[src/rtl/uart_tx_serializer.sv]
// UART transmit serializer: pulls bytes from an upstream FIFO and sends
// start / 8 data (LSB first) / optional parity / one or two stop bits.
module uart_tx_serializer #(
  parameter int DIV_W = 16
) (
  input  logic             clk,
  input  logic             reset,
  input  logic             en,
  input  logic [DIV_W-1:0] baud_div,
  input  logic             parity_en,
  input  logic             parity_odd,
  input  logic             two_stop,
  input  logic             fifo_empty,
  input  logic [7:0]       fifo_data,
  output logic             fifo_pop,
  output logic             tx,
  output logic             busy,
  output logic             tx_done
);

  typedef enum logic [2:0] {IDLE, START, DATA, PARITY, STOP} state_t;

  state_t           state, state_next;
  logic [DIV_W-1:0] baud_cnt;
  logic [DIV_W-1:0] cfg_div;
  logic [2:0]       bit_idx, bit_idx_next;
  logic [7:0]       shift_reg;
  logic             cfg_par_en, cfg_par_odd, cfg_two_stop;
  logic             stop_second;
  logic             rst_done;
  logic             bit_end, stop_last, tx_next;

  assign bit_end   = (baud_cnt == cfg_div);
  assign stop_last = bit_end && (!cfg_two_stop || stop_second);

  always_ff @(posedge clk or posedge reset) begin
    if (reset) state <= IDLE;
    else       state <= state_next;
  end

  always_comb begin
    state_next = state;
    case (state)
      IDLE:    if (fifo_pop) state_next = START;
      START:   if (bit_end) state_next = DATA;
      DATA:    if (bit_end && bit_idx == 3'd7) state_next = cfg_par_en ? PARITY : STOP;
      PARITY:  if (bit_end) state_next = STOP;
      STOP:    if (stop_last) state_next = fifo_pop ? START : IDLE;
      default: state_next = IDLE;
    endcase
  end

  // rst_done keeps the pop strobe low for the first clock after reset release
  always_comb begin
    fifo_pop = rst_done && en && !fifo_empty &&
               ((state == IDLE) || (state == STOP && stop_last));
    busy     = (state != IDLE);
    tx_done  = (state == STOP) && stop_last;
  end

  // tx is loaded with the level of the bit that the next state selects,
  // so the line changes on the same edge as the state.
  always_comb begin
    bit_idx_next = (state == DATA && bit_end) ? bit_idx + 3'd1 : bit_idx;
    case (state_next)
      START:   tx_next = 1'b0;
      DATA:    tx_next = shift_reg[bit_idx_next];
      PARITY:  tx_next = (^shift_reg) ^ cfg_par_odd;
      default: tx_next = 1'b1;
    endcase
  end

  always_ff @(posedge clk or posedge reset) begin
    if (reset) begin
      baud_cnt     <= '0;
      bit_idx      <= 3'd0;
      shift_reg    <= 8'd0;
      cfg_div      <= '0;
      cfg_par_en   <= 1'b0;
      cfg_par_odd  <= 1'b0;
      cfg_two_stop <= 1'b0;
      stop_second  <= 1'b0;
      tx           <= 1'b1;
      rst_done     <= 1'b0;
    end else begin
      rst_done <= 1'b1;
      tx       <= tx_next;
      bit_idx  <= bit_idx_next;
      if (fifo_pop) begin
        shift_reg    <= fifo_data;
        cfg_div      <= baud_div;
        cfg_par_en   <= parity_en;
        cfg_par_odd  <= parity_odd;
        cfg_two_stop <= two_stop;
      end
      if (fifo_pop || bit_end || state == IDLE) baud_cnt <= '0;
      else                                      baud_cnt <= baud_cnt + DIV_W'(1);
      if (state == STOP && bit_end && !stop_last) stop_second <= 1'b1;
      else if (bit_end)                           stop_second <= 1'b0;
    end
  end

endmodule

[config.mk]
export PLATFORM = sky130hd
export DESIGN_NAME = uart_tx_serializer
export DESIGN_NICKNAME = d
export VERILOG_FILES = /design/src/rtl/uart_tx_serializer.sv
export SDC_FILE = /design/constraint.sdc
export NUM_CORES = 1
export LEC_CHECK = 0
export CORE_AREA = 2 2 89 57
export DETAILED_ROUTE_END_ITERATION = 7
export DIE_AREA = 0 0 91 59
export PLACE_DENSITY_LB_ADDON = 0.3
export SLEW_MARGIN = 20
export SYNTH_ARGS = -nofsm -noshare
export SYNTH_HDL_FRONTEND = slang
export SYNTH_SLANG_ARGS = --single-unit
[constraint.sdc]
create_clock -name clk -period 5.3 [get_ports clk]
set_input_delay 1.06 -clock clk [delete_from_list [all_inputs] [get_ports clk]]
set_output_delay 1.06 -clock clk [all_outputs]
set_load 0.05 [all_outputs]
Yosys cells after proc, flatten, opt, wreduce, memory -nomap -nowiden

Index checks and enable logic that the tools add are counted.
W data, S select, Z words.

Output and inout bits: 4
Register bits: 52
Word-level logic and storage cells: 59

Muxes and demuxes: 15
Add/subtract/negate cells: 2
Reduce and logical (&&, ||, !) cells: 20
Order comparisons: 1
Equal/unequal tests: 9
Bitwise logic cells: 1

Operator list:

| cell                    | count |
|---|---|
| $mux W3                 | 7 |
| $add A16 B1 Y16 const B | 1 |
| $eq A16 B16 Y1          | 1 |
| $mux W16                | 1 |
| $pmux W3 S5             | 1 |
| $eq A3 B2 Y1 const B    | 4 |
| $logic_and A1 B1 Y1     | 9 |
| $reduce_xor A8 Y1       | 1 |
| $eq A3 B1 Y1 const B    | 2 |
| $eq A3 B3 Y1 const B    | 2 |
| $logic_or A1 B1 Y1      | 4 |
| $lt A3 B4 Y1 const B    | 1 |
| $mux W1                 | 4 |
| $add A3 B1 Y3 const B   | 1 |
| $bmux W1 S3             | 1 |
| $logic_not A1 Y1        | 3 |
| $logic_not A3 Y1        | 1 |
| $pmux W1 S3             | 1 |
| $reduce_bool A3 Y1      | 1 |
| $reduce_bool A2 Y1      | 1 |
| $xor A1 B1 Y1           | 1 |

Depth between registers and ports, before layout

Gate-level depths: netlist (run 1).

Depth after elaboration: 11
Mapped depth: 9

Least setup slack after synthesis (run 1)

No wires, ideal clock.

Path type: input to output
Start: input port fifo_empty
End: output port fifo_pop
Slack: 1.971 ns
Buffers on the path: 1
Data required time: 4.240 ns
Data arrival time: 2.269 ns
Stages: 5
Cells stage by stage: nand4b_1 > nor2_1 > a31oi_2 > clkbuf_1 > inv_1

Longest elaborated chain between the ends: 3

Ends and longest elaborated chain:

| what                             | RTL line | RTL |
|---|---|---|
| from (decl)                      | 13       | `input logic fifo_empty,` |
| $logic_not A1 Y1                 | 55       | `fifo_pop = rst_done && en && !fifo_empty &&` |
| $logic_and A1 B1 Y1 (2 in a row) | 55       |  |
| to (decl)                        | 15       | `output logic fifo_pop,` |

No other way between the ends.

Final worst setup path (run 1)

Start: input port en
End: output port fifo_pop

Longest elaborated chain between the ends: 3

Ends and longest elaborated chain:

| what                             | RTL line | RTL |
|---|---|---|
| from (decl)                      | 8        | `input logic en,` |
| $logic_and A1 B1 Y1 (3 in a row) | 55       |  |

No other way between the ends.

==> results.yml, run 1 <==
clock_tree:
  htree_num_levels: 2
  postCtsSetupBuffers: 0
  clock_pin_slew_of_the_registers_on_the_worst_case_setup_and_hold_paths_ps: 90
  post_cts_resize_count: 0
  clk_path_buf_depth: 2
  sink_count_of_the_clock_tree: 52
  tritoncts: "built"
  clkLatencyLatePin_ps: 300
  ctsHoldBuffers: 0
  numCtsBuffers: 5
  clockRootBuffer: "sky130_fd_sc_hd__clkbuf_8"
timing:
  report.final.setup_viol: 0
  setup-tns-final_ps: 0
  max_slew_margin_pct: 40.0
  finalHoldViolCount: 0
  fin_crit_sh_pct: 74.5
  final.setup_skew_ps: 6.55
  post-route-worst-setup-slack_ps: 1350
  worst_pin_slew_ps: 898
  unrepaired_setup_endpoints_after_global_routing: "false"
  fmaxAchievable_mhz: 253
  drv_slew: 0
  post-route-min-period_ps: 3950
power_and_ir_drop:
  irDropWorstVdd_v: 0.000270
  internal_power_uw: 924
  share_seq_of_total_power_pct: 46.0
  swShare_pct: 34.0
  power_per_cell_area_nw_per_um2: 448
  netSwitchingPower_uw: 476
  pwr-share-clk_pct: 17.5
  combinationalPowerShare_pct: 36.5
  static-leakage-power_uw: 0.00133
synth:
  synth.net_count: 271
  ys_dominant_reg_cell: "sky130_fd_sc_hd__dfrtp_1"
  synthCells: 237
  yosysWarnings: 0
  avgSynthCellArea_sq_um: 11.0
  synthDistinctLibCells: 35
  syn_area_sq_um: 2620
  synth_async_sr_flop_share_pct: 100
  synth.ff_latch_count: 52
  synth-edff-count: 0
  yosysSeqAreaShare_pct: 49.8
setup_path:
  timing.critical_path.to_type: "output pin"
  critPathBufInv: 3
  cpMaxStageDelayCell: "sky130_fd_sc_hd__clkdlybuf4s50_1"
  critical_path.max_fanout: 5
  worstPathRequired_ps: 4240
  worst_ep_arrival_time_ps: 2890
  cell_chain_critical_path: "clkdlybuf4s50_1 > nand4b_1 > nor2_1 > a31oi_2 > inv_1 > clkdlybuf4s50_1"
  critical-path-top-cell-by-count: "sky130_fd_sc_hd__clkdlybuf4s50_1"
  critical-path-max-stage-delay_ps: 830
  crit_family: "buffers and inverters"
  setup.worst_path.class: "in -> out"
  startpoint_class_of_the_critical_path: "input port"
grt:
  pin_count_of_the_biggest_net_entering_global_routing: 53
  first_global_vias: 1807
  total_gr_overflow: 0
  grt_first_pass_wirelength_mm: 8.54
  number_of_antenna_violations_at_the_first_check_in_global_routing: 0
  global_route.usage.total_pct: 20.2
floorplanning:
  dieArea_sq_um: 5370
  std_cell_rows: 19
  ioPinCount: 35
  fp.coreArea_sq_um: 4470
  die_x_um: 91
  fp.dieH_um: 59
  initial_utilization_pct: 58.5
layout:
  final_layout_size_suffix_gt1_share_pct: 16.0
  mostFrequentLayoutCell: "sky130_fd_sc_hd__dfrtp_1"
  design.final.nets: 308
  layout.cells.most_common_list: "sky130_fd_sc_hd__dfrtp_1 (51), sky130_fd_sc_hd__clkdlybuf4s50_1 (34), sky130_fd_sc_hd__nor2_1 (31)"
  area_growth_syn_to_layout_pct: 19.3
  antenna_cells_inserted: 0
  final.fill_count: 372
  post-route-util_pct: 69.8
  design_area_sq_um: 3120
  post_layout_nonfiller_instances: 338
place:
  placedInstanceArea_sq_um: 3020
  gp_congestion: 0.843
  numPlacedInstances: 330
  place_ws_ps: 1370
  numPortBuffers: 34
  detailedPlacementHpwl_mm: 3.63
route:
  remaining_drc_errors: 0
  drt_iter0_drc: 166
  detail_route.wirelength_mm: 4.97
  vias: 1800
  routedWlPerCell_um: 14.7
  drt-vias-per-instance: 5.33
  number_of_optimization_iterations_in_the_first_detailed_route_pass: 4
  final_antenna_net_count: 0
job:
  cap_viol_max_count: 0
hold_path:
  hold_crit_class: "reg -> reg"
outcome:
  status: "complete, no violations"
worst register-to-register path, stage by stage (launching register included):
cell                       delay [ps]
sky130_fd_sc_hd__dfrtp_1          450
sky130_fd_sc_hd__xnor2_1          150
sky130_fd_sc_hd__nand4_1          120
sky130_fd_sc_hd__nor4_2            60
sky130_fd_sc_hd__buf_4            190
sky130_fd_sc_hd__a31oi_2          300
sky130_fd_sc_hd__buf_4            400
sky130_fd_sc_hd__o311a_1          310
sky130_fd_sc_hd__o221ai_1         120
sky130_fd_sc_hd__or4_1            560
sky130_fd_sc_hd__o211ai_2          80
cells in the mapped netlist, drive strengths merged, types with 4 or more instances:
cell | number | area [sq um]
o21ai | 6 | 30.0
nand2 | 12 | 61.3
dfrtp | 51 | 1280
a21oi | 5 | 25.0
inv | 10 | 37.5
nor2 | 31 | 116
nand3 | 9 | 45.0
clkbuf | 5 | 18.8
nor2b | 4 | 25.0
xnor2 | 30 | 263
nand2b | 4 | 25.0
nand4 | 6 | 37.5
xor2 | 8 | 70.1
mux2 | 28 | 315
metal layers:
layer	routed length, um	track usage [%]	part of all wire [%]	vias up
met5	0	0	0	-
li1	-	-	-	877
met3	347	4.83	7.0	2
met2	2110	29.9	42	54
met1	2500	31.0	50	867
met4	16	3.25	0.32	0
worst paths after layout:
kind	from	endpoint	slack, ps	depth (start not counted)
setup / recovery	en	fifo_pop	1350	6
hold / removal	stop_second$_DFFE_PP0P_	stop_second$_DFFE_PP0P_	520	1
setup reg to reg	baud_cnt[8]$_DFF_PP0_	tx$_DFF_PP1_	2490	10
hold reg to reg	stop_second$_DFFE_PP0P_	stop_second$_DFFE_PP0P_	520	1
max in group asynchronous	reset	cfg_div[6]$_DFFE_PP0P_	3540	2
min in group asynchronous	reset	cfg_div[13]$_DFFE_PP0P_	1230	2
power groups by stage:
stage                     clock network (uW)  logic [uW]  registers, uW
after floorplan                            0         402            630
after global placement                     0         499            645
after detailed placement                   0         511            652
after CTS                                248         516            643
after global routing                     269         564            662
final                                    245         511            644
cells by family after synthesis:
group | after synthesis | share of synthesized area (%)
buf+inv | 16 | 2.58
compound gates | 18 | 4.74
xor+xnor | 38 | 12.7
mux | 31 | 13.2
simple gates | 78 | 15.4
fa+ha+maj | 3 | 1.44
flops | 52 | 49.8
other cells | 1 | 0.143
cell type report:
cell class	instances	area [sq um]	area share (%)
Sequential cell	52	1300	41.7
Multi-Input combinational cell	169	1240	39.9
Timing Repair Buffer	36	355	11.4
Clock buffer	8	100	3.21
Tap cell	63	78.8	2.53
Inverter	10	38.8	1.24
per-stage QoR:
step | hold slack (ps) | power (uW)
after detailed placement | 499 | 1160
final | 519 | 1400
after global routing | 537 | 1500
after CTS | 521 | 1410
after global placement | 486 | 1140
after floorplan | 471 | 1030
Note: power is estimated with default switching activity, not from simulation.
==> run 2: changes to the inputs <==
- CORE_AREA: 2 2 89 57 -> 2 2 98 62
- DIE_AREA: 0 0 91 59 -> 0 0 100 64
- clock period: 5.3 -> 3.5 ns (I/O delays scaled with it)
==> results.yml, run 2 (synthesized netlist as in run 1, its figures left out) <==
route:
  drt_iter0_drc: 92
  number_of_optimization_iterations_in_the_first_detailed_route_pass: 4
  final_antenna_net_count: 0
  detail_route.wirelength_mm: 5.03
  drt-vias-per-instance: 5.08
  routedWlPerCell_um: 14.5
  vias: 1767
  remaining_drc_errors: 0
timing:
  final.setup_skew_ps: 3.96
  finalHoldViolCount: 0
  post-route-worst-setup-slack_ps: 672
  post-route-min-period_ps: 2830
  unrepaired_setup_endpoints_after_global_routing: "false"
  worst_pin_slew_ps: 618
  fin_crit_sh_pct: 80.8
  setup-tns-final_ps: 0
  worst_hold_slack_ps: 534
  fmaxAchievable_mhz: 354
  max_slew_margin_pct: 58.7
  report.final.setup_viol: 0
  drv_slew: 0
floorplanning:
  ioPinCount: 35
  fp.dieH_um: 64
  die_x_um: 100
  initial_utilization_pct: 47.8
  dieArea_sq_um: 6400
  fp.coreArea_sq_um: 5470
  std_cell_rows: 21
clock_tree:
  htree_num_levels: 2
  clk_path_buf_depth: 2
  numCtsBuffers: 5
  post_cts_resize_count: 0
  clock_pin_slew_of_the_registers_on_the_worst_case_setup_and_hold_paths_ps: 90
  ctsHoldBuffers: 0
  postCtsSetupBuffers: 0
  tritoncts: "built"
  clockRootBuffer: "sky130_fd_sc_hd__clkbuf_8"
  sink_count_of_the_clock_tree: 52
  clkLatencyLatePin_ps: 310
power_and_ir_drop:
  finalPower_uw: 2310
  static-leakage-power_uw: 0.00138
  irDropWorstVdd_v: 0.000309
  power_per_cell_area_nw_per_um2: 713
place:
  place_ws_ps: 705
  numPortBuffers: 34
  detailedPlacementHpwl_mm: 3.75
  gp_congestion: 0.855
setup_path:
  r2r_setup_slk_ps: 850
  worst_ep_arrival_time_ps: 2130
  cell_chain_critical_path: "xnor2_1 > nand4_1 > nor4_2 > a31oi_2 > inv_1 > buf_12"
  critical_path.reg2reg.startpoint: "baud_cnt[10]$_DFF_PP0_"
  critical-path-max-stage-delay_ps: 440
  critical_path.max_fanout: 5
  timing.critical_path.to_type: "output pin"
  crit_family: "simple AND/OR/NAND/NOR gates"
  worstPathRequired_ps: 2800
  critical_path.reg2reg.endpoint: "tx$_DFF_PP1_"
  timing.reg2reg.worst_path_depth: 9
  critPathBufInv: 2
  cpMaxStageDelayCell: "sky130_fd_sc_hd__dfrtp_1"
  startpoint_class_of_the_critical_path: "flop"
  setup.worst_path.class: "reg -> out"
  crit_start: "baud_cnt[10]$_DFF_PP0_"
grt:
  number_of_antenna_violations_at_the_first_check_in_global_routing: 0
  pin_count_of_the_biggest_net_entering_global_routing: 32
  total_gr_overflow: 0
  global_route.usage.total_pct: 17.7
  first_global_vias: 1793
  grt_first_pass_wirelength_mm: 8.80
layout:
  post-route-util_pct: 59.2
  mostFrequentLayoutCell: "sky130_fd_sc_hd__dfrtp_1"
  design.final.nets: 312
  area_growth_syn_to_layout_pct: 23.7
  final.fill_count: 494
  register_area_sq_um: 1300
  antenna_cells_inserted: 0
  multiInputGateArea_sq_um: 1240
  layout.cells.most_common_list: "sky130_fd_sc_hd__dfrtp_1 (51), sky130_fd_sc_hd__clkdlybuf4s50_1 (32), sky130_fd_sc_hd__nor2_1 (31)"
  final_layout_size_suffix_gt1_share_pct: 18.3
outcome:
  status: "complete, no violations"
hold_path:
  hold_path_depth: 1
  hold_crit_class: "reg -> reg"
  hp-start: "cfg_div[12]$_DFFE_PP0P_"
  worst_hold_path.endpoint: "cfg_div[12]$_DFFE_PP0P_"
job:
  cap_viol_max_count: 0
-- run 2: how the worst max path moves through the flow --
stage | slack (ps) | endpoint | cells after the start
after floorplan | 850 | tx_done | 6
after global placement | 780 | tx$_DFF_PP1_ | 8
after detailed placement | 710 | tx$_DFF_PP1_ | 8
after CTS | 640 | fifo_pop | 6
after global routing | 490 | fifo_pop | 6
final | 670 | fifo_pop | 6
-- run 2: metal layers --
| layer | GRT usage, % | share of wire, % | up-vias | wire, um |
|---|---|---|---|---|
| met3 | 4.16 | 5.2 | 6 | 264 |
| li1 | - | - | 888 | - |
| met4 | 6.16 | 1.2 | 0 | 62 |
| met2 | 23.6 | 39 | 45 | 1980 |
| met1 | 27.8 | 54 | 828 | 2730 |
| met5 | 0 | 0 | - | 0 |
-- run 2: final cells by class --
class / instances / area share [%]
well taps: 69 / 2.67
flip-flops and latches: 52 / 40.3
clock buffers: 5 / 2.13
repair buffers: 40 / 12.5
inverters: 10 / 1.16
clock inverters: 3 / 2.78
multi-input cells: 169 / 38.5
-- run 2: report_power, final --
group	switching, uW	internal, uW	leakage (uW)
combinational	342	425	0.000641
sequential	182	798	0.000662
clock	203	357	0.0000784
-- run 2: through the flow --
step	area [sq um]	cells
4_1_cts	3240	348
5_1_grt	3240	348
3_5_place_dp	3080	340
2_1_floorplan	2620	237
6_report	3240	348
3_3_place_gp	3080	340
==> run 3: changes to the inputs <==
- clock period: 3.5 -> 2.6 ns (I/O delays scaled with it)
==> results.yml, run 3 (synthesized netlist as in run 1, its figures left out) <==
outcome:
  status: "complete, no violations"
hold_path:
  hold_path_depth: 1
  worst_hold_path.endpoint: "stop_second$_DFFE_PP0P_"
  hp-start: "stop_second$_DFFE_PP0P_"
  hold_crit_class: "reg -> reg"
clock_tree:
  numCtsBuffers: 5
  clkLatencyLatePin_ps: 310
  htree_num_levels: 2
  ctsHoldBuffers: 0
  clk_path_buf_depth: 2
  clock_pin_slew_of_the_registers_on_the_worst_case_setup_and_hold_paths_ps: 100
  sink_count_of_the_clock_tree: 52
  tritoncts: "built"
  clockRootBuffer: "sky130_fd_sc_hd__clkbuf_8"
setup_path:
  startpoint_class_of_the_critical_path: "flop"
  setup.worst_path.class: "reg -> out"
  worstPathRequired_ps: 2080
  critical-path-max-stage-delay_ps: 420
  cpMaxStageDelayCell: "sky130_fd_sc_hd__dfrtp_1"
  critical_path.reg2reg.startpoint: "cfg_div[9]$_DFFE_PP0P_"
  critical_path.max_fanout: 5
  timing.critical_path.to_type: "output pin"
  critical_path.reg2reg.endpoint: "tx$_DFF_PP1_"
  worst_ep_arrival_time_ps: 2030
  r2r_setup_slk_ps: 160
  timing.reg2reg.worst_path_depth: 10
  cell_chain_critical_path: "xnor2_2 > nand4_1 > nor4_4 > buf_12 > a31oi_4 > inv_2 > buf_12"
  critical-path-top-cell-by-count: "sky130_fd_sc_hd__buf_12"
timing:
  max_slew_margin_pct: 57.0
  finalHoldViolCount: 0
  drv_slew: 0
  worst_pin_slew_ps: 646
  fmaxAchievable_mhz: 393
  fin_crit_sh_pct: 97.9
  report.final.setup_viol: 0
  worst_hold_slack_ps: 517
  post-route-min-period_ps: 2550
  unrepaired_setup_endpoints_after_global_routing: "true"
  final.setup_skew_ps: 11.4
place:
  numPortBuffers: 34
  detailedPlacementHpwl_mm: 3.84
  gp_congestion: 0.870
power_and_ir_drop:
  finalPower_uw: 2940
  irDropWorstVdd_v: 0.000479
  power_per_cell_area_nw_per_um2: 875
  static-leakage-power_uw: 0.00142
layout:
  design.final.nets: 321
  multiInputGateArea_sq_um: 1320
  area_growth_syn_to_layout_pct: 28.4
  mostFrequentLayoutCell: "sky130_fd_sc_hd__dfrtp_1"
  register_area_sq_um: 1310
  final.fill_count: 448
  final_layout_size_suffix_gt1_share_pct: 24.7
  antenna_cells_inserted: 0
  layout.cells.most_common_list: "sky130_fd_sc_hd__dfrtp_1 (46), sky130_fd_sc_hd__clkdlybuf4s50_1 (32), sky130_fd_sc_hd__nor2_1 (30)"
route:
  remaining_drc_errors: 0
  routedWlPerCell_um: 15.5
  final_antenna_net_count: 0
  drt-vias-per-instance: 5.20
  detail_route.wirelength_mm: 5.55
  vias: 1856
  number_of_optimization_iterations_in_the_first_detailed_route_pass: 4
  drt_iter0_drc: 74
grt:
  grt_first_pass_wirelength_mm: 8.94
  pin_count_of_the_biggest_net_entering_global_routing: 53
  number_of_antenna_violations_at_the_first_check_in_global_routing: 0
  first_global_vias: 1816
  global_route.usage.total_pct: 18.0
  total_gr_overflow: 0
floorplanning:
  fp.coreArea_sq_um: 5470
  std_cell_rows: 21
  ioPinCount: 35
  dieArea_sq_um: 6400
  die_x_um: 100
  initial_utilization_pct: 47.8
  fp.dieH_um: 64
job:
  cap_viol_max_count: 0
[run 3: layout make-up]
class / count / share of cell area [%]
Clock buffer: 7 / 2.57
Clock inverter: 1 / 0.224
Inverter: 10 / 1.12
Multi-Input combinational cell: 169 / 39.2
Sequential cell: 52 / 39.0
Tap cell: 69 / 2.57
Timing Repair Buffer: 49 / 15.4
[run 3: worst max-delay path by stage]
| stage | startpoint | to | slack [ps] | cells after the start |
|---|---|---|---|---|
| finish | cfg_div[9]$_DFFE_PP0P_ | fifo_pop | 50 | 7 |
| global route | baud_cnt[0]$_DFF_PP0_ | fifo_pop | -50 | 7 |
| CTS | baud_cnt[8]$_DFF_PP0_ | fifo_pop | 30 | 7 |
| detailed placement | fifo_empty | tx$_DFF_PP1_ | 30 | 8 |
| global placement | fifo_empty | tx$_DFF_PP1_ | 100 | 8 |
| floorplan | baud_cnt[0]$_DFF_PP0_ | tx_done | 130 | 6 |
[run 3: repair_timing]
action,CTS,global route
endpoints found under the setup margin,2,3
setup buffers,3,6
pin swaps,2,8
gates cloned,0,1
gates resized for setup,6,11
[run 3: critical path, delay by kind of cell, from the launching register on]
kind | cells | cell delay [ps]
and+or+nand+nor | 2 | 570
xor gates and xnor gates | 1 | 180
buffers and inverters | 3 | 440
DFF | 1 | 420
AOI/OAI and AO/OA | 1 | 110
[run 3: metal layers]
| metal | routed length [um] | GRT usage, % | vias to the layer above |
|---|---|---|---|
| met5 | 0 | 0 | - |
| met4 | 31 | 3.60 | 0 |
| met3 | 317 | 4.38 | 5 |
| met2 | 2350 | 25.4 | 56 |
| met1 | 2840 | 28.0 | 895 |
| li1 | - | - | 900 |
[run 3: power breakdown]
group / leakage (uW) / total [uW] / internal [uW] / switching (uW)
registers: 0.000654 / 1330 / 1080 / 256
logic: 0.000722 / 1120 / 608 / 516
clock network: 0.0000445 / 482 / 217 / 265
total: 0.00142 / 2940 / 1900 / 1040
[run 3: stage by stage]
step | TNS [ps] | setup WS, ps | area, sq um | instances | utilization [%]
after floorplan | 0 | 134 | 2620 | 237 | -
after global placement | 0 | 95.6 | 3080 | 339 | 56.4
after detailed placement | 0 | 32.6 | 3080 | 339 | 56.4
after CTS | 0 | 34.2 | 3240 | 350 | 59.3
after global routing | -47.2 | -47.2 | 3360 | 357 | 61.4
final | 0 | 53.5 | 3360 | 357 | 61.4
